**src/rtl/gcd_stream.sv**
```systemverilog
// Binary (Stein) GCD engine with result-hold handshake, coprime flag and a
// saturating busy-cycle counter. One FSM state per clock.
module gcd_stream #(
    parameter int WIDTH = 32,
    parameter int CNT_W = 16
) (
    input  logic             clk_i,
    input  logic             rst_i,
    input  logic             start_i,
    input  logic [WIDTH-1:0] a_i,
    input  logic [WIDTH-1:0] b_i,
    input  logic             ack_i,
    output logic             busy_o,
    output logic             valid_o,
    output logic [WIDTH-1:0] result_o,
    output logic             coprime_o,
    output logic [CNT_W-1:0] cycles_o
);
    localparam int K_W = $clog2(WIDTH) + 1;

    typedef enum logic [2:0] {
        IDLE, CHECK, FACTOR2, NORM_A, NORM_B, ORDER, SUB, DONE
    } state_t;

    state_t           state, state_nxt;
    logic [WIDTH-1:0] a, a_nxt, b, b_nxt, result, result_nxt, diff;
    logic [K_W-1:0]   k, k_nxt;
    logic [CNT_W-1:0] cnt, cnt_nxt, cnt_inc, cycles, cycles_nxt;
    logic             coprime, coprime_nxt, busy;

    assign busy    = (state != IDLE) && (state != DONE);
    assign cnt_inc = (&cnt) ? cnt : cnt + CNT_W'(1);
    assign diff    = b - a;

    always_comb begin
        state_nxt   = state;
        a_nxt       = a;
        b_nxt       = b;
        k_nxt       = k;
        result_nxt  = result;
        coprime_nxt = coprime;
        cycles_nxt  = cycles;
        cnt_nxt     = busy ? cnt_inc : cnt;
        case (state)
            IDLE: if (start_i) begin
                a_nxt     = a_i;
                b_nxt     = b_i;
                k_nxt     = '0;
                cnt_nxt   = '0;
                state_nxt = CHECK;
            end
            CHECK: begin
                if (a == '0) begin
                    result_nxt = b;
                    state_nxt  = DONE;
                end else if (b == '0) begin
                    result_nxt = a;
                    state_nxt  = DONE;
                end else begin
                    state_nxt = FACTOR2;
                end
            end
            FACTOR2: begin
                if (!(a[0] | b[0])) begin
                    a_nxt = a >> 1;
                    b_nxt = b >> 1;
                    k_nxt = k + K_W'(1);
                end else begin
                    state_nxt = NORM_A;
                end
            end
            NORM_A: begin
                if (!a[0]) a_nxt = a >> 1;
                else       state_nxt = NORM_B;
            end
            NORM_B: begin
                if (!b[0]) b_nxt = b >> 1;
                else       state_nxt = ORDER;
            end
            ORDER: begin
                if (a > b) begin
                    a_nxt = b;
                    b_nxt = a;
                end
                state_nxt = SUB;
            end
            SUB: begin
                if (diff == '0) begin
                    result_nxt = a << k;
                    state_nxt  = DONE;
                end else begin
                    b_nxt     = diff;
                    state_nxt = NORM_B;
                end
            end
            DONE: if (ack_i) state_nxt = IDLE;
            default: state_nxt = IDLE;
        endcase
        // The last busy cycle is included in the reported count.
        if (busy && state_nxt == DONE) begin
            cycles_nxt  = cnt_inc;
            coprime_nxt = (result_nxt == WIDTH'(1));
        end
    end

    always_ff @(posedge clk_i or posedge rst_i) begin
        if (rst_i) begin
            state   <= IDLE;
            a       <= '0;
            b       <= '0;
            k       <= '0;
            cnt     <= '0;
            result  <= '0;
            coprime <= 1'b0;
            cycles  <= '0;
        end else begin
            state   <= state_nxt;
            a       <= a_nxt;
            b       <= b_nxt;
            k       <= k_nxt;
            cnt     <= cnt_nxt;
            result  <= result_nxt;
            coprime <= coprime_nxt;
            cycles  <= cycles_nxt;
        end
    end

    assign busy_o    = busy;
    assign valid_o   = (state == DONE);
    assign result_o  = result;
    assign coprime_o = coprime;
    assign cycles_o  = cycles;
endmodule

```
**config.mk**
```make
export PLATFORM = sky130hd
export DESIGN_NAME = gcd_stream
export DESIGN_NICKNAME = d
export VERILOG_FILES = /design/src/rtl/gcd_stream.sv
export SDC_FILE = /design/constraint.sdc
export NUM_CORES = 1
export LEC_CHECK = 0
export BUFFER_PORTS_ARGS = -buffer_cell sky130_fd_sc_hd__buf_2
export CAP_MARGIN = 20
export CORE_MARGIN = 1
export CORE_UTILIZATION = 56
export CTS_BUF_LIST = sky130_fd_sc_hd__clkbuf_8
export CTS_CLUSTER_SIZE = 25
export DETAILED_ROUTE_END_ITERATION = 8
export PLACE_DENSITY = 0.84
export SLEW_MARGIN = 20
export SYNTH_ARGS = -nofsm -noshare
export SYNTH_HDL_FRONTEND = slang
export SYNTH_SLANG_ARGS = --single-unit
```
**constraint.sdc**
```tcl
create_clock -name clk_i -period 5.4 [get_ports clk_i]
set_clock_uncertainty 0.1 [all_clocks]
set_input_delay 1.35 -clock clk_i [delete_from_list [all_inputs] [get_ports clk_i]]
set_output_delay 1.35 -clock clk_i [all_outputs]
set_load 0.005 [all_outputs]
```
After elaboration in Yosys (flattened, before gate mapping)
Cells that the tools add are included.
Operators by class
  reductions and logical operators: 16
  multiplexer cells: 31
  equality and inequality tests: 16
  order comparisons: 1
  add/sub/neg operators: 3
  bitwise logic cells: 1
  shifts and indexed selects: 1
Operators with widths (number)
  2-to-1 mux 32 bit: 12
  case mux 32 bit (5 select lines): 1
  case mux 32 bit (4 select lines): 1
  zero test 32 bit: 3
  2-to-1 mux 16 bit: 4
  case mux 32 bit (2 select lines): 1
  == test 32 x 1 -> 1 bit, second input constant: 1
  > comparator 32 bit: 1
  << shifter 32 x 6 -> 32 bit: 1
  subtractor 32 bit: 1
  case mux 3 bit (8 select lines): 1
  2-to-1 mux 3 bit: 7
  adder 16 x 1 -> 16 bit, second input constant: 1
  AND reduction 16 bit: 1
  == test 3 bit, second input constant: 5
  2-to-1 mux 6 bit: 2
  != test 2 bit, second input constant: 6
  case mux 6 bit (2 select lines): 1
  AND reduction 5 bit: 2
  adder 6 x 1 -> 6 bit, second input constant: 1
  == test 3 x 2 -> 1 bit, second input constant: 2
  AND reduction 6 bit: 1
  nonzero test 5 bit: 1
  AND reduction 4 bit: 1
  10 further kinds: 11
Storage, ports and cells
  output and inout port bits: 51
  input bits: 68
  register bits after elaboration: 138
  logic and storage cells: 79

Depth between registers and ports, before layout
  depth after elaboration: 6
  depth in mapped cells: 20
  mapped depth without buffers: 17

Worst setup path after synthesis
Ideal clock, no wire load.
  path type: register to register
  start: reg a[19]
  end: reg coprime (netlist: coprime_o)
  stages on the path, launching flop included: 21
  setup slack: 0.702 ns
  library setup time: 0.076 ns
  clock period less this slack: 4.698 ns
  path buffers: 4
  arrival: 4.522 ns
  data required time: 5.224 ns
  cells stage by stage: dfrtp_1 -> clkbuf_1 -> inv_1 -> ha_1 -> buf_4 -> nand4_2 -> nor2_1 -> a22o_1 -> or4_4 -> a222oi_1 -> nand4_1 -> or4b_1 -> buf_2 -> or4_4 -> buf_6 -> a31oi_1 -> o21ai_1 -> nor4_1 -> nor4b_2 -> nand4_1 -> o21ai_1
Between the ends
  elaborated cells on any way between the ends: 14
  those cells by class: add/sub: 1; eq/ne: 2; shift: 1; mux: 7; reduce/logical: 3
RTL lines
  start, declared: line 26  | logic [WIDTH-1:0] a, a_nxt, b, b_nxt, result, result_nxt, diff;
  start signal, assigned: line 118  | a <= a_nxt;
  subtractor 32 bit: line 33  | assign diff = b - a;
  zero test 32 bit: line 88  | if (diff == '0) begin
  2-to-1 mux 32 bit: line 88
  case mux 32 bit (2 select lines) *: line 44  | case (state)
  net result_nxt[25]: line 26
  == test 32 x 1 -> 1 bit *: line 102  | coprime_nxt = (result_nxt == WIDTH'(1));
  end signal, assigned: line 123  | coprime <= coprime_nxt;
  end, declared: line 29  | logic coprime, coprime_nxt, busy;
Mark *: on every way through the listed nets, which the timed path passes. The rest lies on a longest branch.
A chain may end at the register's enable or synchronous reset.

Final worst setup path
  start: reg a[1]
  end: reg coprime (netlist: coprime_o)
Same word-level chain as after synthesis.

==> results.txt <==
- Of all nets on the critical path, the largest fanout is 8.
- The first global-routing pass estimated 71,600 µm of wire.
- Clock tree from TritonCTS: done
- Layout Utilization: 0.653
- Entering global routing, the biggest net connects 80 pins.
- Endpoint required time on the critical path: 5.65 ns
- Most area-hungry cell type in the Yosys netlist: sky130_fd_sc_hd__dfrtp_1
* Area of the core: 21,200 µm²
* WHS: 0.381 ns
* Arr. time, crit path: 5.46 ns
- Max Buffers Root-to-Sink: 2
- Worst max-slew margin expressed relative to the limit: 0.238
* Chip Height: 149 µm
- Die footprint: 22,200 µm²
- Grt total ovfl: 0
- Min-Delay Startpoint: cycles_o[10]$_DFFE_PP0P_
- Total power divided by cell area: 792 nW/µm²
- The max-slew violation count was 0.
* Seq/Total Area, Yosys: 0.285
* Clock tree sinks: 138
- During I/O placement, the number of pins put on the boundary was 119.
- Die width: 149 µm
- Mean instance size in the synthesized netlist: 7.91 µm²
- Diodes inserted: 0
* Detailed Route WL: 46,400 µm
* Setup slack after placement: -0.198 ns
- Share of async-settable or async-resettable flops after synthesis: 1.00
- Initial Util: 0.573
- In this run the static leakage power is 5.87 nW.
- After floorplanning, the core was divided into 53 placement rows.
- Buffers inserted to repair hold after CTS numbered 0.
- Nets: 1,747
* Most area-consuming cells after synthesis: sky130_fd_sc_hd__dfrtp_1 (28%), sky130_fd_sc_hd__o21ai_0 (6.8%), sky130_fd_sc_hd__a21oi_1 (5.9%)
* HPWL after DPL: 35,300 µm
- VDD IR max: 0.345 mV
* Number of vias per cell: 7.02
* Source of the critical timing path: a[1]$_DFFE_PP0P_
- At the later pin of the worst-skew pair, clock insertion delay measures 0.49 ns.
- The run finished with clean final reports.
* Number of global-route vias before repair: 12,600
* Yosys warning total: 0
- Fill cells in the final layout number 1,789.
- When the netlist entered floorplanning its net count stood at 1,637.
* Setup total negative slack: 0 ns
* Number of buffers inserted by port buffering: 118
- Routability congestion estimate: 1.07
- PnR worst setup slack: 0.192 ns
- Ratio of cells with drive above 1 in the final layout: 0.196
- Synth Register Bits: 138
* Yosys cell types: 85
- For this block, the initial DRC count from the detailed router was 1,899.
* Total via count in the routed design: 13,600
- The final-report hold violation count is 0.
- Drt first pass iters: 8
- Launch instance of the worst register-to-register path: a[1]$_DFFE_PP0P_
- In this run, synthesis inferred 0 flip-flops with an integrated enable.
- Period Utilization, post-route: 0.964
- Of the post-synthesis cell area, the dominant cell type holds 0.285.
- CTS Buf Count: 17
- Number of nets with antenna violations after detailed routing: 0
- Clock-pin slew was measured on the worst setup and hold paths at 0.10 ns.
- Counting every instance in the synthesized netlist gives 1,532.
* Sequential standard cell area: 3450 µm²
- Commonest register cell after synthesis: sky130_fd_sc_hd__dfrtp_1
* Actual slew at the worst max-slew pin: 1.14 ns
- Maximum Capacitance Violations: 0
- The worst setup path is launched from a register.
- In this run the clock root is driven by a sky130_fd_sc_hd__clkbuf_8.
- Compared with the post-synthesis result, the final layout area differs by 14.0%.
* Number of setup violations in the final report: 0
- Post-Synthesis Cell Area: 12,100 µm²
* Routed WL per cell: 24.0 µm
- Number of antenna violations at the first check in global routing: 0
* DRC Markers: 0
- The multi-input combinational cells in the finished layout cover a total of 8030 µm².
- Maximum level of the CTS H-tree: 4
- By startpoint and endpoint, the worst setup path is classified as register to register.
- Static timing analysis puts the maximum clock frequency at 0.192 GHz.
* Total GRT Usage: 0.421
- Class of the worst hold path: register to register
- The worst setup path is captured at a register.
- Min Clock Period, post-route: 5.21 ns
## metrics by stage
stage          total power (W)  std cells  instance area (µm²)
2_1_floorplan          0.00711       1532                12100
3_3_place_gp           0.00952       1897                13300
3_5_place_dp           0.00965       1897                13300
4_1_cts                 0.0106       1929                13800
5_1_grt                 0.0116       1930                13800
6_report                0.0109       1930                13800
## cell type report
| class | instances | area share |
|---|---|---|
| sequential | 138 | 0.250 |
| clock buffer | 17 | 0.0169 |
| timing repair buffer | 218 | 0.0989 |
| tap | 275 | 0.0249 |
| inverter | 56 | 0.0156 |
| multi-input combinational | 1211 | 0.581 |
| clock inverter | 15 | 0.0127 |
## Yosys cell counts, drive strengths merged, types with 8 or more instances
library cell / number
a211oi: 55
a21o: 10
a21oi: 150
a221oi: 27
a22oi: 9
a32o: 31
and2: 17
buf: 17
clkbuf: 110
dfrtp: 138
ha: 36
inv: 55
mux2: 12
mux2i: 50
mux4: 18
nand2: 166
nand2b: 9
nand3: 34
nand4: 32
nor2: 118
nor2b: 12
nor3: 20
nor4: 28
o211a: 8
o211ai: 32
o21a: 8
o21ai: 173
or4: 9
xnor2: 22
xor2: 12
## metal layers
layer	part of all wire	vias up	track usage
li1	-	6005	-
met1	0.39	6363	0.566
met2	0.44	1007	0.648
met3	0.13	183	0.0991
met4	0.046	0	0.178
met5	0	-	0
## placed cells by master (no fill, tap or decap), types with 19 or more instances in the layout
cell type	netlist	final
sky130_fd_sc_hd__a211oi_1	55	55
sky130_fd_sc_hd__nor2_1	118	116
sky130_fd_sc_hd__buf_2	5	118
sky130_fd_sc_hd__buf_4	1	98
sky130_fd_sc_hd__inv_1	55	54
sky130_fd_sc_hd__nand3_1	34	34
sky130_fd_sc_hd__dfrtp_1	138	137
sky130_fd_sc_hd__xnor2_1	22	22
sky130_fd_sc_hd__a21oi_1	144	139
sky130_fd_sc_hd__ha_1	36	36
sky130_fd_sc_hd__nand4_1	31	31
sky130_fd_sc_hd__nand2_1	166	166
sky130_fd_sc_hd__o21ai_0	165	164
sky130_fd_sc_hd__mux2i_1	50	50
sky130_fd_sc_hd__nor3_1	19	19
sky130_fd_sc_hd__nor4_1	28	25
sky130_fd_sc_hd__a221oi_1	27	27
sky130_fd_sc_hd__a32o_1	31	31
sky130_fd_sc_hd__o211ai_1	31	31
## timing repair
action                                  4_1_cts  5_1_grt
hold endpoints to repair                      0        0
endpoints found under the setup margin        1        1
setup buffers                                 0        1
pin swaps                                     0        3
resized for setup                             2       11
## cells by family after synthesis
group,after synthesis,synth area share
buffers and inverters,183,0.0613
DFF,138,0.285
muxes,80,0.0859
AOI/OAI and AO/OA,579,0.314
and+or+nand+nor,481,0.191
xor gates and xnor gates,34,0.0246
adders and majority gates,37,0.0388
## sequential cells by signal, indices dropped and copies added (netlist names)
register   count
k              6
state          3
coprime_o      1
cycles_o      16
cnt           16
b             32
a             32
result_o      32
## worst max-delay path, stage by stage (launching register included)
cell                       delay [ns]
sky130_fd_sc_hd__dfrtp_1         0.51
sky130_fd_sc_hd__inv_1           0.15
sky130_fd_sc_hd__ha_1            0.31
sky130_fd_sc_hd__nand2b_1        0.11
sky130_fd_sc_hd__a21boi_0        0.13
sky130_fd_sc_hd__or3_1           0.35
sky130_fd_sc_hd__a221oi_1        0.46
sky130_fd_sc_hd__or3b_2          0.49
sky130_fd_sc_hd__nor4b_1         0.55
sky130_fd_sc_hd__nand4_1         0.27
sky130_fd_sc_hd__nor4_1          0.33
sky130_fd_sc_hd__buf_4           0.22
sky130_fd_sc_hd__nand3b_1        0.27
sky130_fd_sc_hd__o21ai_1         0.51
sky130_fd_sc_hd__nor4_4          0.09
sky130_fd_sc_hd__nand4_1         0.13
sky130_fd_sc_hd__o21ai_1         0.09
## final timing paths
path / to / slack (ns) / cells after the start
max: coprime_o$_DFFE_PP0P_ / 0.19 / 16
min: cycles_o[10]$_DFFE_PP0P_ / 0.38 / 2
max reg2reg: coprime_o$_DFFE_PP0P_ / 0.19 / 16
min reg2reg: cycles_o[10]$_DFFE_PP0P_ / 0.38 / 2
max in group asynchronous: a[19]$_DFFE_PP0P_ / 3.28 / 3
min in group asynchronous: b[1]$_DFFE_PP0P_ / 0.89 / 2
## report_power, final
| group | switching (W) | internal [W] |
|---|---|---|
| logic | 0.00495 | 0.00301 |
| clock network | 0.000549 | 0.000354 |
| registers | 0.000615 | 0.00146 |
No activity file was read; power rests on OpenSTA's default activity.
